$ cat src/rtl/kbd_pkg.sv
// Shared PS/2 keyboard definitions: scancodes, frame FSM states and the
// odd-parity helper used by the receiver.
package kbd_pkg;

    localparam logic [7:0] SC_EXT   = 8'hE0;
    localparam logic [7:0] SC_BRK   = 8'hF0;
    localparam logic [7:0] SC_W     = 8'h1D;
    localparam logic [7:0] SC_S     = 8'h1B;
    localparam logic [7:0] SC_D     = 8'h23;
    localparam logic [7:0] SC_A     = 8'h1C;
    localparam logic [7:0] SC_UP    = 8'h75;
    localparam logic [7:0] SC_DOWN  = 8'h72;
    localparam logic [7:0] SC_RIGHT = 8'h74;
    localparam logic [7:0] SC_LEFT  = 8'h6B;

    typedef enum logic [1:0] {
        ST_IDLE   = 2'd0,
        ST_DATA   = 2'd1,
        ST_PARITY = 2'd2,
        ST_STOP   = 2'd3
    } rx_state_e;

    // True when data plus parity hold an odd number of ones.
    function automatic logic odd_parity_ok(input logic [7:0] data, input logic par);
        return ^{data, par};
    endfunction

endpackage

$ cat src/rtl/ps2_rx.sv
// PS/2 frame receiver: pin synchronisers, clock glitch filter, frame FSM
// with inter-edge timeout; emits validated bytes and error strobes.
module ps2_rx
    import kbd_pkg::*;
#(
    parameter int FILTER_LEN     = 8,
    parameter int TIMEOUT_CYCLES = 65000
) (
    input  logic       clk,
    input  logic       rst,
    input  logic       ps2_clk,
    input  logic       ps2_data,
    output logic [7:0] scan_code,
    output logic       scan_valid,
    output logic       frame_err
);

    localparam int TW = $clog2(TIMEOUT_CYCLES + 1);
    localparam logic [TW-1:0] TO_MAX = TW'(TIMEOUT_CYCLES);

    logic [1:0]            clk_sync_r;
    logic [1:0]            data_sync_r;
    logic [FILTER_LEN-1:0] filt_r;
    logic                  fclk_r;
    logic                  fall_s;
    logic                  din_s;
    rx_state_e             state_r;
    rx_state_e             state_nx_s;
    logic [2:0]            bit_cnt_r;
    logic [7:0]            shift_r;
    logic                  par_r;
    logic [TW-1:0]         to_cnt_r;
    logic                  timeout_s;
    logic                  frame_ok_s;
    logic                  valid_s;
    logic                  err_s;
    logic [7:0]            scan_code_r;
    logic                  scan_valid_r;
    logic                  frame_err_r;

    assign din_s      = data_sync_r[1];
    // Falling edge is flagged on the cycle the filter sees a full run of zeros.
    assign fall_s     = fclk_r & ~(|filt_r);
    assign timeout_s  = (state_r != ST_IDLE) && (to_cnt_r == TO_MAX);
    assign frame_ok_s = odd_parity_ok(shift_r, par_r) & din_s;

    // Two-flop synchronisers and the clock glitch filter.
    always_ff @(posedge clk or negedge rst) begin
        if (!rst) begin
            clk_sync_r  <= 2'b11;
            data_sync_r <= 2'b11;
            filt_r      <= '1;
            fclk_r      <= 1'b1;
        end else begin
            clk_sync_r  <= {clk_sync_r[0], ps2_clk};
            data_sync_r <= {data_sync_r[0], ps2_data};
            filt_r      <= {filt_r[FILTER_LEN-2:0], clk_sync_r[1]};
            if (&filt_r) begin
                fclk_r <= 1'b1;
            end else if (~|filt_r) begin
                fclk_r <= 1'b0;
            end else begin
                fclk_r <= fclk_r;
            end
        end
    end

    // Frame FSM state register.
    always_ff @(posedge clk or negedge rst) begin
        if (!rst) begin
            state_r <= ST_IDLE;
        end else begin
            state_r <= state_nx_s;
        end
    end

    // Frame FSM next-state logic; timeout overrides everything.
    always_comb begin
        state_nx_s = state_r;
        if (timeout_s) begin
            state_nx_s = ST_IDLE;
        end else if (fall_s) begin
            case (state_r)
                ST_IDLE:   state_nx_s = din_s ? ST_IDLE : ST_DATA;
                ST_DATA:   state_nx_s = (bit_cnt_r == 3'd7) ? ST_PARITY : ST_DATA;
                ST_PARITY: state_nx_s = ST_STOP;
                ST_STOP:   state_nx_s = ST_IDLE;
                default:   state_nx_s = ST_IDLE;
            endcase
        end else begin
            state_nx_s = state_r;
        end
    end

    // Frame FSM strobe decode (registered below).
    always_comb begin
        valid_s = 1'b0;
        err_s   = 1'b0;
        if (timeout_s) begin
            err_s = 1'b1;
        end else if (fall_s) begin
            case (state_r)
                ST_IDLE: err_s = din_s;
                ST_STOP: begin
                    valid_s = frame_ok_s;
                    err_s   = ~frame_ok_s;
                end
                default: begin
                    valid_s = 1'b0;
                    err_s   = 1'b0;
                end
            endcase
        end else begin
            valid_s = 1'b0;
            err_s   = 1'b0;
        end
    end

    // Bit counter, shift register, parity capture and saturating timeout counter.
    always_ff @(posedge clk or negedge rst) begin
        if (!rst) begin
            bit_cnt_r <= 3'd0;
            shift_r   <= 8'h00;
            par_r     <= 1'b0;
            to_cnt_r  <= '0;
        end else if (timeout_s) begin
            bit_cnt_r <= 3'd0;
            to_cnt_r  <= '0;
        end else begin
            if (fall_s || (state_r == ST_IDLE)) begin
                to_cnt_r <= '0;
            end else if (to_cnt_r != TO_MAX) begin
                to_cnt_r <= to_cnt_r + TW'(1);
            end else begin
                to_cnt_r <= to_cnt_r;
            end
            if (fall_s) begin
                case (state_r)
                    ST_IDLE:   bit_cnt_r <= 3'd0;
                    ST_DATA: begin
                        shift_r   <= {din_s, shift_r[7:1]};
                        bit_cnt_r <= bit_cnt_r + 3'd1;
                    end
                    ST_PARITY: par_r <= din_s;
                    default:   bit_cnt_r <= 3'd0;
                endcase
            end
        end
    end

    // Registered receiver outputs; scan_code only moves on a good frame.
    always_ff @(posedge clk or negedge rst) begin
        if (!rst) begin
            scan_code_r  <= 8'h00;
            scan_valid_r <= 1'b0;
            frame_err_r  <= 1'b0;
        end else begin
            scan_valid_r <= valid_s;
            frame_err_r  <= err_s;
            if (valid_s) begin
                scan_code_r <= shift_r;
            end
        end
    end

    assign scan_code  = scan_code_r;
    assign scan_valid = scan_valid_r;
    assign frame_err  = frame_err_r;

endmodule

$ cat src/rtl/ps2_move_decoder.sv
// Turns PS/2 make/break scancodes into held movement levels for the draw
// stage; WASD and the extended arrow keys share each direction.
module ps2_move_decoder
    import kbd_pkg::*;
#(
    parameter int FILTER_LEN     = 8,
    parameter int TIMEOUT_CYCLES = 65000
) (
    input  logic       clk,
    input  logic       rst,
    input  logic       ps2_clk,
    input  logic       ps2_data,
    output logic       move_up,
    output logic       move_down,
    output logic       move_right,
    output logic       move_left,
    output logic [7:0] scan_code,
    output logic       scan_valid,
    output logic       frame_err
);

    // held bit order: W S D A Up Down Right Left
    logic [7:0] held_r;
    logic [7:0] held_nx_s;
    logic       ext_r;
    logic       ext_nx_s;
    logic       brk_r;
    logic       brk_nx_s;
    logic [7:0] rx_code_s;
    logic       rx_valid_s;
    logic       rx_err_s;
    logic       move_up_r;
    logic       move_down_r;
    logic       move_right_r;
    logic       move_left_r;

    ps2_rx #(
        .FILTER_LEN     (FILTER_LEN),
        .TIMEOUT_CYCLES (TIMEOUT_CYCLES)
    ) u_rx (
        .clk        (clk),
        .rst        (rst),
        .ps2_clk    (ps2_clk),
        .ps2_data   (ps2_data),
        .scan_code  (rx_code_s),
        .scan_valid (rx_valid_s),
        .frame_err  (rx_err_s)
    );

    // Prefix tracking and key-map decode of each received byte.
    always_comb begin
        held_nx_s = held_r;
        ext_nx_s  = ext_r;
        brk_nx_s  = brk_r;
        if (rx_valid_s) begin
            if (rx_code_s == SC_EXT) begin
                ext_nx_s = 1'b1;
            end else if (rx_code_s == SC_BRK) begin
                brk_nx_s = 1'b1;
            end else begin
                case ({ext_r, rx_code_s})
                    {1'b0, SC_W}:     held_nx_s[0] = ~brk_r;
                    {1'b0, SC_S}:     held_nx_s[1] = ~brk_r;
                    {1'b0, SC_D}:     held_nx_s[2] = ~brk_r;
                    {1'b0, SC_A}:     held_nx_s[3] = ~brk_r;
                    {1'b1, SC_UP}:    held_nx_s[4] = ~brk_r;
                    {1'b1, SC_DOWN}:  held_nx_s[5] = ~brk_r;
                    {1'b1, SC_RIGHT}: held_nx_s[6] = ~brk_r;
                    {1'b1, SC_LEFT}:  held_nx_s[7] = ~brk_r;
                    default:          held_nx_s = held_r;
                endcase
                ext_nx_s = 1'b0;
                brk_nx_s = 1'b0;
            end
        end else begin
            held_nx_s = held_r;
        end
    end

    // Key state and movement outputs; moves follow the deciding byte by one cycle.
    always_ff @(posedge clk or negedge rst) begin
        if (!rst) begin
            held_r       <= 8'h00;
            ext_r        <= 1'b0;
            brk_r        <= 1'b0;
            move_up_r    <= 1'b0;
            move_down_r  <= 1'b0;
            move_right_r <= 1'b0;
            move_left_r  <= 1'b0;
        end else begin
            held_r       <= held_nx_s;
            ext_r        <= ext_nx_s;
            brk_r        <= brk_nx_s;
            move_up_r    <= held_nx_s[0] | held_nx_s[4];
            move_down_r  <= held_nx_s[1] | held_nx_s[5];
            move_right_r <= held_nx_s[2] | held_nx_s[6];
            move_left_r  <= held_nx_s[3] | held_nx_s[7];
        end
    end

    assign move_up    = move_up_r;
    assign move_down  = move_down_r;
    assign move_right = move_right_r;
    assign move_left  = move_left_r;
    assign scan_code  = rx_code_s;
    assign scan_valid = rx_valid_s;
    assign frame_err  = rx_err_s;

endmodule

$ cat config.mk
export PLATFORM = sky130hd
export DESIGN_NAME = ps2_move_decoder
export DESIGN_NICKNAME = d
export VERILOG_FILES = /design/src/rtl/kbd_pkg.sv /design/src/rtl/ps2_rx.sv /design/src/rtl/ps2_move_decoder.sv
export SDC_FILE = /design/constraint.sdc
export NUM_CORES = 1
export LEC_CHECK = 0
export ABC_CLOCK_PERIOD_IN_PS = 5500
export CAP_MARGIN = 10
export CORE_UTILIZATION = 40
export CTS_CLUSTER_DIAMETER = 120
export DETAILED_ROUTE_END_ITERATION = 6
export DONT_BUFFER_PORTS = 1
export GPL_TIMING_DRIVEN = 0
export PLACE_DENSITY_LB_ADDON = 0.08
export SLEW_MARGIN = 20
export SYNTH_ARGS = -nofsm -noshare
export SYNTH_HDL_FRONTEND = slang
export SYNTH_SLANG_ARGS = --single-unit
$ cat constraint.sdc
create_clock -name clk -period 5.5 [get_ports clk]
set_clock_uncertainty 0.05 [all_clocks]
set_input_delay 1.1 -clock clk [delete_from_list [all_inputs] [get_ports clk]]
set_output_delay 1.1 -clock clk [all_outputs]
set_load 0.005 [all_outputs]
==> run metrics <==
Detailed Place HPWL=3360 um; Achievable Freq=0.388 GHz; RSZ-0062 raised after global routing=false; GP Congestion=0.741; root buffer cell=clkbuf_8; Net Count, Synth=258; CP cell instances=inv_1, ha_1, nor4b_1, and4_1, buf_6, or3_1, clkbuf_1, clkbuf_1, nor2_1; RR Endpoint=u_rx.to_cnt_r[14]; share of post-route cells with drive strength above 1=around 23%; first-pass GRT wire length=8720 um; sequential fraction of the synthesis area=57.4%; Seq cells post-synth=67; Die H=87.9 um; Die Wd=87.9 um; H-tree levels=3; CTS tree=yes; DIE AREA=7720 um^2; fin crit share=a little under half; worst reg2reg path startpoint=u_rx.state_r[0]; sw frac=19.8%; Tmin final=2.58 ns; clk sinks=67; Post-synth EDFFs=0; status=finished, final reports clean; HP Class=reg -> reg; cell mode on critical path=clkbuf_1; fill count=approximately 660; Hold Crit Endpoint=u_rx.clk_sync_r[1]; static leakage=1.46 nW; Arr. time, crit path=2.74 ns; Net Switching=0.191 mW; Distinct cells, synth=35; DRC=0; nature of the critical path endpoint=register; drt pass-1 iters=3; Syn Area/Cell=between 10 and 15 um^2; Cells after Synth=245; CTS clk-pin slew, worst paths=0.07 ns; Setup crit start kind=register; Vias/cell=5.09; Slew Viols, Final=0; overall power=0.963 mW; antenna cell count=0; total of max-cap violations=0; Flop pwr share=52.6%; # hold bufs at CTS=0; nets=between 200 and 300; Final Util=47.4%; area growth from synthesis to layout=11.5%; CTS Buffer Depth=2; worst IR drop on VDD=0.135 mV; critical path's slowest cell=clkbuf_1; largest net degree at the start of global routing=68; CP Class=reg -> reg; ys flop type=dfrtp_1; cell-internal power=between 0.7 and 0.8 mW; Post CTS Setup Buffer Count=0; IO Pins=18; synthesized area=2950 um^2; Total GRT Usage=15.3%; max_slew headroom=59.7%; combinational power share=0.4%; Clk pwr share=47.1%; final setup fails=0; final WL=5050 um; clk_lat worst skew=0.34 ns; hold depth=0; PostCTS Resize Cnt=0; number of antenna violations at the first check in global routing=0; Starting Density=between 40 and 50%; # rows=30; setup tns final=0 ns; Max stage delay on crit path=0.44 ns; Post-Layout Inst Area=3290 um^2; Largest delay share family, worst path=buffers and inverters; Buf/Inv on CP=4; Routed Antenna Nets=0; placed cell area=3070 um^2; min-delay src=u_rx.clk_sync_r[0]; Critical Path RT=5.66 ns; vias in the first global route=1,822; initial drt markers=48; Worst Tran Pin Value=around 0.60 ns; Pwr per Cell Area=293 nW/um^2; Num CTS Buffers=9; Avg WL per Cell=14.2 um; synth warn=0; core area=between 6000 and 7000 um^2; Max FO, Critical Path=10; Final Hold Viols=0; fraction of registers with async set/reset=100%; vias=1,816; Congestion Overflow GR=0; number of port buffers=0; r2r worst-path depth=9; R2R setup slack=about 2.9 ns
[worst reg2reg max path: cells and delay by family (launching register included)]
kind	cells	cell delay, ns
adder cells (fa/ha/maj)	1	0.26
buffers and inverters	4	0.97
flip-flops	1	0.43
AND/OR/NAND/NOR	4	0.75
[how the worst max path moves through the flow]
stage / startpoint / endpoint / slack, ns / depth (start not counted)
2_1_floorplan: u_rx.shift_r[1] / u_rx.scan_code[0] / 3.40 / 5
3_3_place_gp: u_rx.state_r[0] / u_rx.to_cnt_r[5] / 2.95 / 9
3_5_place_dp: u_rx.state_r[0] / u_rx.to_cnt_r[14] / 2.91 / 9
4_1_cts: u_rx.state_r[0] / u_rx.to_cnt_r[14] / 2.89 / 9
5_1_grt: u_rx.state_r[0] / u_rx.to_cnt_r[14] / 2.70 / 9
6_report: u_rx.state_r[0] / u_rx.to_cnt_r[14] / 2.92 / 9
[layout by cell type (no fill, tap or decap), types with 3 or more instances in the layout]
cell      instances
nand3_1           7
xnor2_1           9
inv_1            10
xor2_1           10
nor4b_1           3
a21oi_1          11
clkbuf_8         10
o21ai_0           4
nand2_1          14
clkbuf_1          4
and4_1            3
dfrtp_1          54
nor2b_1           3
nand4_1          10
nor3_1            7
dfstp_2          13
nor2_1           26
mux2_2           25
or2_2             3
ha_1              9
[flip-flops by register name (all words and copies together) (netlist names), 2 cells and up]
| register | cells |
|---|---|
| u_rx.filt_r | 8 |
| u_rx.state_r | 2 |
| u_rx.clk_sync_r | 2 |
| u_rx.bit_cnt_r | 3 |
| held_r | 8 |
| u_rx.to_cnt_r | 16 |
| u_rx.scan_code | 8 |
| u_rx.shift_r | 8 |
| u_rx.data_sync_r | 2 |
[power groups by stage]
stage | Sequential, mW | Clock, mW | Combinational (mW)
after floorplan | 0.515 | 0 | 0.00298
after global placement | 0.516 | 0 | 0.00353
after detailed placement | 0.516 | 0 | 0.00358
after CTS | 0.506 | 0.475 | 0.00360
after global routing | 0.507 | 0.499 | 0.00403
final | 0.507 | 0.453 | 0.00354
[stage by stage]
stage / worst slack [ns] / hold WS [ns] / instances
global placement: 2.95 / 0.297 / 341
detailed placement: 2.91 / 0.299 / 341
floorplan: 3.40 / 0.295 / 245
global route: 2.70 / 0.307 / 357
CTS: 2.89 / 0.305 / 357
finish: 2.92 / 0.307 / 357
[cell type report]
cell class / count / area (um^2) / area share, %
clock buffer: 12 / 145 / 4.41
multi-input combinational: 165 / 1200 / 36.5
clock inverter: 4 / 73.8 / 2.24
buffer: 3 / 18.8 / 0.571
sequential: 67 / 1690 / 51.5
tap: 96 / 120 / 3.65
inverter: 10 / 37.5 / 1.14
[cell usage after synthesis, types with 3 or more instances]
cell     number  area share, %
nor3_1        7            1.2
xor2_1       10            3.0
nor4b_1       3           0.89
nand4_1      10            2.1
a21oi_1      11            1.9
mux2_2       25            9.5
inv_1        10            1.3
nand2_1      14            1.8
nor2_1       26            3.3
nand3_1       7            1.2
dfrtp_1      54             46
ha_1          9            3.8
xnor2_1       9            2.7
or2_2         3           0.64
nor2b_1       3           0.64
o21ai_0       4           0.68
dfstp_2      13             12
and4_1        3           0.89
[routing by layer]
metal,track usage [%],up-vias,routed length [um]
met4,9.39,0,134
met3,4.05,10,179
met5,0,-,0
li1,-,881,-
met2,23.4,22,2260
met1,19.4,903,2480
[logic make-up after synthesis]
| group | after synthesis | share of synthesized area [%] |
|---|---|---|
| fa+ha+maj | 9 | 3.82 |
| xor+xnor | 20 | 6.40 |
| flops | 67 | 57.4 |
| buf+inv | 13 | 1.91 |
| mux | 25 | 9.54 |
| simple gates | 92 | 17.4 |
| compound gates | 19 | 3.56 |
Note: power is estimated with default switching activity, not from simulation.
